===== src/rtl/calculo_preco.sv =====
// Rounded price in cents of a weighed item: (peso_g * preco_kg + 500) / 1000.
// Sequential shift-add multiply, then restoring divide by 1000, fixed latency.
module calculo_preco #(
   parameter int W_PESO  = 12,
   parameter int W_PRECO = 10,
   parameter int W_CENT  = 10
) (
   input  logic               clk,
   input  logic               rst_n,
   input  logic               start,
   input  logic [W_PESO-1:0]  peso_g,
   input  logic [W_PRECO-1:0] preco_kg,
   output logic               busy,
   output logic               done,
   output logic [W_CENT-1:0]  centimos,
   output logic               overflow
);

   localparam int P  = W_PESO + W_PRECO;
   localparam int WC = $clog2(P + 1);

   typedef enum logic [2:0] {
      S_IDLE,
      S_MULT,
      S_ROUND,
      S_DIV,
      S_FIN
   } state_t;

   state_t              r_state;
   logic [P:0]          r_prod;
   logic [P-1:0]        r_mcand;
   logic [W_PESO-1:0]   r_mplier;
   logic [9:0]          r_rem;
   logic [WC-1:0]       r_cnt;

   logic [10:0]         w_trial;
   logic                w_qbit;
   logic [10:0]         w_rem_nxt;
   logic [P:0]          w_quot;
   logic                w_sat;

   // r_prod doubles as dividend shifter and quotient accumulator
   assign w_trial   = {r_rem, r_prod[P]};
   assign w_qbit    = (w_trial >= 11'd1000);
   assign w_rem_nxt = w_qbit ? (w_trial - 11'd1000) : w_trial;
   assign w_quot    = {r_prod[P-1:0], w_qbit};
   assign w_sat     = |w_quot[P:W_CENT];

   always_ff @(posedge clk or negedge rst_n) begin
      if (!rst_n) begin
         r_state  <= S_IDLE;
         r_prod   <= '0;
         r_mcand  <= '0;
         r_mplier <= '0;
         r_rem    <= '0;
         r_cnt    <= '0;
         busy     <= 1'b0;
         done     <= 1'b0;
         centimos <= '0;
         overflow <= 1'b0;
      end else begin
         unique case (r_state)
            S_IDLE: begin
               if (start) begin
                  r_mcand  <= {{W_PESO{1'b0}}, preco_kg};
                  r_mplier <= peso_g;
                  r_prod   <= '0;
                  r_rem    <= '0;
                  r_cnt    <= '0;
                  busy     <= 1'b1;
                  r_state  <= S_MULT;
               end
            end
            S_MULT: begin
               if (r_mplier[0])
                  r_prod <= r_prod + {1'b0, r_mcand};
               r_mcand  <= r_mcand << 1;
               r_mplier <= r_mplier >> 1;
               r_cnt    <= r_cnt + 1'b1;
               if (r_cnt == WC'(W_PESO - 1)) begin
                  r_cnt   <= '0;
                  r_state <= S_ROUND;
               end
            end
            S_ROUND: begin
               r_prod  <= r_prod + (P+1)'(500);
               r_state <= S_DIV;
            end
            S_DIV: begin
               r_prod <= w_quot;
               r_rem  <= w_rem_nxt[9:0];
               r_cnt  <= r_cnt + 1'b1;
               if (r_cnt == WC'(P)) begin
                  r_state  <= S_FIN;
                  done     <= 1'b1;
                  overflow <= w_sat;
                  centimos <= w_sat ? '1 : w_quot[W_CENT-1:0];
               end
            end
            S_FIN: begin
               done    <= 1'b0;
               busy    <= 1'b0;
               r_state <= S_IDLE;
            end
            default: r_state <= S_IDLE;
         endcase
      end
   end

endmodule


===== config.mk =====
export PLATFORM = sky130hd
export DESIGN_NAME = calculo_preco
export DESIGN_NICKNAME = d
export VERILOG_FILES = /design/src/rtl/calculo_preco.sv
export SDC_FILE = /design/constraint.sdc
export NUM_CORES = 1
export LEC_CHECK = 0
export ABC_AREA = 1
export BUFFER_PORTS_ARGS = -buffer_cell sky130_fd_sc_hd__buf_2
export CORE_UTILIZATION = 35
export DETAILED_ROUTE_END_ITERATION = 7
export PLACE_DENSITY = 0.58
export SYNTH_ARGS = -nofsm -noshare
export SYNTH_HDL_FRONTEND = slang
export SYNTH_SLANG_ARGS = --single-unit
export TNS_END_PERCENT = 5

===== constraint.sdc =====
create_clock -name clk -period 1.84 [get_ports clk]
set_input_delay 0.184 -clock clk [delete_from_list [all_inputs] [get_ports clk]]
set_output_delay 0.184 -clock clk [all_outputs]
set_load 0.03 [all_outputs]

Yosys cells after proc, flatten, opt, wreduce, memory -nomap -nowiden
Cells that the tools add are included.
{"block": "word_totals", "reg_bits": 88, "inputBits": 25, "elab_cells": 63}
{"block": "classes", "addsub": 4, "n_reduce_logical": 16, "magnitude_cmp": 1, "mux": 22, "eq_ne": 10}
{"operator": "$pmux 23 s4", "n": 1}
{"operator": "$mux 23", "n": 2}
{"operator": "$pmux 22 s2", "n": 1}
{"operator": "$mux 10", "n": 3}
{"operator": "$pmux 12 s2", "n": 1}
{"operator": "$add 23x22->23", "n": 1}
{"operator": "$add 23x9->23 const B", "n": 1}
{"operator": "$mux 22", "n": 1}
{"operator": "$pmux 10 s2", "n": 1}
{"operator": "$pmux 5 s3", "n": 1}
{"operator": "$reduce_or 13->1", "n": 1}
{"operator": "$mux 12", "n": 1}
{"operator": "$pmux 3 s4", "n": 1}
{"operator": "$reduce_and 2->1", "n": 6}
{"operator": "$ge 11x10->1 const B", "n": 1}
{"operator": "$mux 5", "n": 2}
{"operator": "$sub 10x10->10 const B", "n": 1}
{"operator": "$mux 3", "n": 3}
{"operator": "$ne 2x2->1 const B", "n": 4}
{"operator": "$reduce_bool 2->1", "n": 4}
{"operator": "$eq 3x2->1 const B", "n": 2}
{"operator": "$reduce_and 3->1", "n": 2}
{"operator": "$add 5x1->5 const B", "n": 1}
{"operator": "$eq 5x4->1 const B", "n": 1}
{"operator": "other kinds (8)", "n": 10}

Logic depth before layout (Yosys ltp)
Gate-level depths: netlist of the first run.
{"block": "depth", "word_depth": 3, "ltp_mapped": 14}

Least setup slack after synthesis of the first run
No wires, ideal clock.
{"block": "synth_timing", "path_type": "reg-to-reg", "startpoint": "register r_prod[0]", "endpoint": "register r_prod[8]", "setup_slack_ns": -0.129, "period_less_slack_ns": 1.969, "t_arrival_ns": 1.838, "path_stages_with_launch": 12, "required_time_ns": 1.709, "setup_ns": 0.131, "cell_sequence": "dfrtp_1 -> ha_1 -> fa_1 -> nand2_1 -> nand2_1 -> nand2_1 -> o21ai_0 -> or2_2 -> nand3_1 -> nand2_1 -> nand2_1 -> o21ai_0"}
{"block": "synth_between", "elab_chain_len": 3, "word_cells_on_any_way": 4}
{"element": "from (decl)", "line": "31", "text": "logic [P:0] r_prod;"}
{"element": "from (signal assigned)", "line": "77", "text": "r_prod <= r_prod + {1'b0, r_mcand};"}
{"element": "from (signal assigned)", "line": "87", "text": "r_prod <= r_prod + (P+1)'(500);"}
{"element": "from (signal assigned)", "line": "91", "text": "r_prod <= w_quot;"}
{"element": "$add 23x22->23", "line": "77"}
{"element": "$mux 23", "line": "76", "text": "if (r_mplier[0])"}
{"element": "$pmux 23 s4 (*)", "line": "63", "text": "unique case (r_state)"}
Every way passes the cells marked *; elsewhere a longest branch is shown, timed or not. The select of a mux whose other input is x is not followed.
A chain may end at the register's enable or synchronous reset.

Worst setup path after layout of the first run
{"block": "layout_timing", "startpoint": "register r_prod[0]", "endpoint": "register r_prod[20]"}
The elaborated chain is that of the path after synthesis.

==> summary.md, run 1 <==
| Metric | Value |
|---|---|
| Clock Sinks | `88` |
| Drc violations | `0` |
| Synth Cell Area | `0.006100 sq mm` |
| Share of cells above drive strength 1 | `20.77%` |
| PortBufs | `37` |
| RePlAce Congestion | `0.8931` |
| First drt pass iteration count | `5` |
| Avg Inst Size Synth | `6.503 sq um` |
| Endpoints failing hold | `0` |
| Seq pwr share | `22.7%` |
| Worst slack, placed | `-0.1177 ns` |
| Register bit total from synthesis | `88` |
| Number of buffers created by CTS | `9` |
| Routed WL per cell | `13.94 microns` |
| Tightest Pin Transition | `0.4380 ns` |
| Final setup vio count | `5` |
| Power density over cell area | `1857 mW/mm^2` |
| Tot Pwr | `14.67 mW` |
| Die W | `134.0 microns` |
| Worst Path Required | `2.13 ns` |
| P_leak | `4.057 nW` |
| Final WS setup | `-0.03628 ns` |
| Unrepaired setup endpoints after global routing | `true` |
| Switching Fraction | `47.01%` |
| Final min period | `1.876 ns` |
| Outcome | `complete, but fails checks` |
| Initial antenna violation count | `0` |
| # IOs | `38` |
| Hpwl dp | `13590 microns` |
| Critical path arrival | `2.16 ns` |
| Total number of vias | `6224` |
| Distinct cells, synth | `28` |
| Failing checks | `negative setup slack` |
| Internal power | `7.775 mW` |
| Syn Inst Count | `938` |
| Area grow syn2layout | `29.54%` |
| Slew Viols, Final | `0` |
| Setup TNS | `-0.1005 ns` |
| CTS tree | `built` |
| Combinational power share | `63.9%` |
| Clock Pin Slew Worst Setup and Hold Paths | `0.06 ns` |
| Clock share of power | `13.4%` |
| Routed Wire Length | `17900 microns` |
| Syn Nets | `990` |
| Root Buffer | `clkbuf_16` |
| Hold WC Path Type | `input pin to flip-flop` |
| Worst slew margin | `70.58%` |
| Filler cell count | `1771` |
| Congestion Overflow GR | `0` |
| Cell Rows | `47` |
| GRT Total Usage | `21.11%` |
| First-pass GRT wire length | `29730 microns` |
| Max Cap Viol | `0` |
| Initial drt markers | `442` |
| Pin count of the biggest net entering global routing | `48` |
| Worst Reg-to-Reg Cells | `14` |
| Max Fclk | `533.0 MHz` |
| Ys Warns | `0` |
| Antenna Cells | `0` |
| Post-layout util | `46.98%` |
| Final #Nets | `1111` |
| Skew-Pair Late Insertion Delay | `0.35 ns` |
| Kind of critical path | `flip-flop to flip-flop` |
| Chip Height | `134.0 microns` |
| Net Switching | `6.898 mW` |
| Die area | `0.01796 sq mm` |
| Critical path launch point type | `flip-flop` |
| Final worst-path cycle share | `102.0%` |
| Setup Skew | `0.009031 ns` |
| Clk buf depth | `2` |
| Maximum vdd drop | `0.8653 mV` |
| Starting Density | `36.27%` |
| Max FO, Critical Path | `3` |
| Crit end category | `flip-flop` |
| Core Area | `0.01682 sq mm` |
| Hold Path Stages | `3` |
| Vias per cell | `4.847` |
| H-tree levels | `3` |
| Vias in the first global route | `6001` |
| Post-synthesis sequential area ratio | `36.10%` |
| Antenna Nets Post-Route | `0` |
-- cells in the final DEF, fill, tap and decap left out, drive strengths merged --
cell / Yosys / layout
nand4: 10 / 10
a21oi: 44 / 44
nand3b: 6 / 6
o21ai: 51 / 51
ha: 26 / 26
nand3: 62 / 62
nor4: 1 / 1
o22ai: 37 / 37
o221ai: 2 / 2
inv: 149 / 152
dlygate4sd3: 0 / 1
nand2: 291 / 291
a31oi: 1 / 1
dfrtp: 88 / 88
o211ai: 4 / 4
clkinv: 0 / 2
clkbuf: 6 / 10
nor3: 13 / 13
fa: 1 / 1
nor2: 119 / 119
bufinv: 0 / 1
or2: 5 / 5
xor2: 4 / 4
buf: 16 / 131
a22oi: 2 / 2
-- cell usage after synthesis --
| cell type | number | area (sq um) |
|---|---|---|
| dfrtp_1 | 88 | 2202 |
| o21ai_1 | 7 | 35.03 |
| nand2_1 | 291 | 1092 |
| a22oi_1 | 2 | 15.01 |
| o22ai_1 | 37 | 231.5 |
| o221ai_1 | 2 | 17.52 |
| fa_1 | 1 | 20.02 |
| nor3_2 | 1 | 10.01 |
| inv_1 | 146 | 548.0 |
| a31oi_1 | 1 | 6.260 |
| nor2_1 | 116 | 435.4 |
| ha_1 | 26 | 325.3 |
| o21ai_0 | 43 | 215.2 |
| or2_2 | 5 | 31.28 |
| o21ai_2 | 1 | 8.760 |
| nand3_1 | 62 | 310.3 |
| clkbuf_1 | 6 | 22.52 |
| o211ai_1 | 4 | 30.03 |
| buf_1 | 2 | 7.510 |
| nand4_1 | 10 | 62.56 |
| nor2_2 | 3 | 18.77 |
| nor4_2 | 1 | 12.51 |
| a21oi_1 | 44 | 220.2 |
| inv_2 | 3 | 11.26 |
| nor3_1 | 12 | 60.06 |
| xor2_1 | 4 | 35.03 |
| buf_2 | 14 | 70.07 |
| nand3b_1 | 6 | 45.04 |
-- power by group through the flow --
stage | Clock, mW | Combinational, mW | Sequential (mW)
final | 1.96 | 9.38 | 3.33
after global routing | 2.08 | 10.5 | 3.42
after CTS | 2.01 | 8.93 | 3.29
after detailed placement | 0 | 8.34 | 3.21
after global placement | 0 | 8.33 | 3.20
after floorplan | 0 | 5.17 | 3.14
-- worst paths after layout --
kind,startpoint,to,slack (ns)
worst min-delay path,preco_kg[0],r_mcand[0],0.07
max in group asynchronous,rst_n,r_prod[10],0.97
min in group asynchronous,rst_n,overflow,0.28
worst max-delay path,r_prod[0],r_prod[20],-0.04
worst max register to register,r_prod[0],r_prod[20],-0.04
worst min register to register,r_mplier[11],r_mplier[11],0.48
-- cell type report --
class,instances,area (sq um),area share [%]
clock inverter,6,73.82,0.9343
tap,220,275.3,3.484
multi-input combinational,679,3607,45.65
inverter,149,559.3,7.078
timing repair buffer,132,935.9,11.84
clock buffer,10,239.0,3.025
sequential,88,2211,27.98
-- kinds of logic (layout without fill, tap and decap cells) --
family	Yosys count	after routing	synth area share [%]
AOI/OAI and AO/OA	141	141	12.78
xor gates and xnor gates	4	4	0.5743
adders and majority gates	27	27	5.662
buffers and inverters	171	297	10.81
DFF	88	88	36.10
and+or+nand+nor	507	507	34.07
-- worst max-delay path, cell delays in order, from the launching register on --
cell	delay [ns]
dfrtp_1	0.41
ha_4	0.18
fa_2	0.35
nand2_2	0.11
nand2_4	0.07
nand2_4	0.11
buf_4	0.11
inv_1	0.05
nand3_2	0.08
nand3_1	0.08
nand2_1	0.06
nand3_1	0.07
nand2_1	0.06
nand2_1	0.04
nand2_1	0.05
-- registers in the layout (all words and copies together) (netlist names) --
name      cells
r_mplier     12
busy          1
r_rem        10
r_mcand      22
r_cnt         5
centimos     10
overflow      1
done          1
r_prod       23
r_state       3
-- layer usage --
layer	vias up	track usage [%]	part of all wire (%)
li1	3246	-	-
met1	2874	29.77	52
met2	86	33.45	44
met3	18	2.910	2.7
met4	0	6.429	1.8
met5	-	0	0
-- per-stage QoR --
step	cells	hold slack, ns	instance area (sq um)
after floorplan	938	-0.1116	6107
after global placement	1265	0.1162	7188
after detailed placement	1265	0.1179	7188
after CTS	1282	0.06107	7749
after global routing	1284	0.08074	7901
final	1284	0.06912	7901
-- timing repair --
item,4_1_cts,5_1_grt
pin swaps,8,10
setup endpoints to repair,18,37
endpoints found under the hold margin,24,0
hold buffers,1,0
buffers inserted,0,2
gates resized for setup,35,41
Note: power is estimated with default switching activity, not from simulation.
==> run 2, diff against run 1 <==
SKIP_CTS_REPAIR_TIMING = 1   (was not set)
==> summary.md, run 2 (synthesis gave the netlist of run 1 again) <==
| Metric | Value |
|---|---|
| Outcome | `complete, but fails checks` |
| Failing checks | `negative setup slack` |
| Skew-Pair Late Insertion Delay | `0.35 ns (about the same)` |
| Area grow syn2layout | `29.21%` |
| Initial antenna violation count | `0 (unchanged)` |
| Buf/Inv on CP | `1 (-1)` |
| CTS tree | `built` |
| Area post-placement | `0.007188 sq mm (unchanged)` |
| Clock Sinks | `88 (unchanged)` |
| Power density over cell area | `1855 mW/mm^2 (about the same)` |
| RePlAce Congestion | `0.8931 (unchanged)` |
| Max reg flops | `23 (unchanged)` |
| First drt pass iteration count | `5 (unchanged)` |
| GRT Total Usage | `20.83% (-0.28 points)` |
| Final min period | `1.899 ns (+0.02278 ns)` |
| Storage cell area | `0.002207 sq mm (-0.17%)` |
| # IOs | `38 (unchanged)` |
| Flop2flop setup slack | `-0.06 ns (-0.02 ns)` |
| Worst slew margin | `74.56% (+4.0 points)` |
| Number of buffers created by CTS | `9 (unchanged)` |
| Final #Nets | `1110 (-0.090%)` |
| Hpwl dp | `13590 microns (unchanged)` |
| WHS Endpoint | `r_mcand[0]` |
| Maximum vdd drop | `0.8853 mV (+2.3%)` |
| Routed WL per cell | `13.92 microns (-0.18%)` |
| Slew Viols, Final | `0 (unchanged)` |
| Die area | `0.01796 sq mm (unchanged)` |
| Critical path launch point type | `flip-flop` |
| Hold path start | `preco_kg[0]` |
| Clk buf depth | `2 (unchanged)` |
| Net Switching | `6.881 mW (-0.25%)` |
| Final WS setup | `-0.05906 ns (-0.02278 ns)` |
| Top delay family on crit path | `simple AND/OR/NAND/NOR gates` |
| Antenna Cells | `0 (unchanged)` |
| Starting Density | `36.27% (unchanged)` |
| Kind of critical path | `flip-flop to flip-flop` |
| Filler cell count | `1783 (+0.68%)` |
| Drc violations | `0 (unchanged)` |
| Combinational power share | `63.8% (about the same)` |
| Area occupied by multi-input gates | `0.003595 sq mm (-0.35%)` |
| Pin count of the biggest net entering global routing | `48 (unchanged)` |
| Critical path, cell by cell | `ha_4 -> fa_2 -> nand2_2 -> nand2_4 -> nand3_4 -> nand2_4 -> buf_6 -> nand3_4 -> nand3b_1 -> nand3_1 -> nand3_1 -> nand2_1 -> nand2_1` |
| Top Registers | `r_prod (23), r_mcand (22), r_mplier (12)` |
| Vias in the first global route | `5939 (-1.0%)` |
| Met2 Resource Use GR | `32.64% (-0.81 points)` |
| Worst Reg-to-Reg Cells | `13 (-1)` |
| Total number of vias | `6230 (+0.096%)` |
| M1 GR Usage | `29.58% (-0.19 points)` |
| Endpoints failing hold | `0 (unchanged)` |
| Clock Pin Slew Worst Setup and Hold Paths | `0.07 ns (about the same)` |
| Final worst-path cycle share | `103.2% (+1.2 points)` |
| Max Fclk | `526.6 MHz (-1.2%)` |
| Finished Cell Area | `0.007881 sq mm (-0.25%)` |
| First-pass GRT wire length | `29310 microns (-1.4%)` |
| Tightest Pin Transition | `0.3806 ns (-0.05735 ns)` |
| Cell Rows | `47 (unchanged)` |
| Max incr delay on CP | `0.41 ns (about the same)` |
| Congestion Overflow GR | `0 (unchanged)` |
| Setup TNS | `-0.1748 ns (-0.07430 ns)` |
| Chip Height | `134.0 microns (unchanged)` |
| Core Area | `0.01682 sq mm (unchanged)` |
| Final setup vio count | `6 (+1)` |
| Root Buffer | `clkbuf_16` |
| Critical R2R Launch | `r_mcand[0]` |
| Worst Path Required | `2.09 ns (-0.04 ns)` |
| Met3 Usage GRT | `2.910% (unchanged)` |
| Crit end category | `flip-flop` |
| Setup Skew | `0.009058 ns (+0.00002775 ns)` |
| Hold WC Path Type | `input pin to flip-flop` |
| Post-layout util | `46.86% (-0.12 points)` |
| Routed Wire Length | `17860 microns (-0.26%)` |
| Seq pwr share | `22.7% (about the same)` |
| P_leak | `4.057 nW (about the same)` |
| Antenna Nets Post-Route | `0 (unchanged)` |
| Unrepaired setup endpoints after global routing | `true` |
| Tot Pwr | `14.62 mW (-0.34%)` |
| Hold Path Stages | `3 (unchanged)` |
| Die W | `134.0 microns (unchanged)` |
| Internal power | `7.742 mW (-0.43%)` |
| Most common cell after layout, fill and taps aside | `nand2_1` |
| Share of cells above drive strength 1 | `20.04% (-0.73 points)` |
| Initial drt markers | `459 (+3.8%)` |
| Crit Reg-Reg Endpoint | `r_prod[14]` |
| Clock share of power | `13.5% (about the same)` |
| Critical path arrival | `2.15 ns (about the same)` |
| Max FO, Critical Path | `4 (+1)` |
| H-tree levels | `3 (unchanged)` |
| Max Cap Viol | `0 (unchanged)` |
| Grt peak-use layer | `met2` |
| PortBufs | `37 (unchanged)` |
| Worst slack, placed | `-0.1177 ns (unchanged)` |
| Most frequent cells in the layout | `nand2_1, inv_1, nor2_1, buf_4, dfrtp_1` |
| Switching Fraction | `47.05% (about the same)` |
| Reg with most FFs | `r_prod` |
| CP max-delay cell | `dfrtp_1` |
| Vias per cell | `4.856 (+0.17%)` |
==> run 2: area by class of cell <==
class	count	share of cell area [%]
sequential	88	28.00
multi-input combinational	679	45.61
clock buffer	10	3.032
timing repair buffer	131	11.83
clock inverter	6	0.9367
inverter	149	7.096
tap	220	3.493
==> run 2: how the worst max path moves through the flow <==
stage                           from    endpoint  depth (start not counted)
after floorplan           r_mcand[0]   r_prod[6]                         11
after global placement     r_prod[8]  r_prod[17]                         13
after detailed placement   r_prod[0]   r_prod[6]                         11
after CTS                  r_prod[8]  r_prod[17]                         13
after global routing      r_mcand[0]  r_prod[14]                         13
final                     r_mcand[0]  r_prod[14]                         13
==> run 2: power by group through the flow <==
stage | sequential (mW) | combinational [mW] | clock [mW]
global placement | 3.20 | 8.33 | 0
global route | 3.41 | 10.5 | 2.08
finish | 3.32 | 9.32 | 1.98
floorplan | 3.14 | 5.17 | 0
CTS | 3.18 | 8.39 | 2.01
detailed placement | 3.21 | 8.34 | 0
==> run 2: worst register-to-register path: cells and delay by family (launching register included) <==
family	cells	cell delay (ns)
adder cells (fa/ha/maj)	2	0.54
buffers and inverters	1	0.12
flip-flops	1	0.41
AND/OR/NAND/NOR	10	0.73
==> run 2: through the flow <==
stage	cells	hold WS, ns
2_1_floorplan	938	-0.1116
3_3_place_gp	1265	0.1162
3_5_place_dp	1265	0.1179
4_1_cts	1281	-0.2650
5_1_grt	1283	0.08074
6_report	1283	0.06637
==> run 2: per-layer routing <==
metal  wire [microns]  share of wire (%)
met3              579                3.2
met2             7873                 44
met4              329                1.8
met1             9074                 51
met5                0                  0
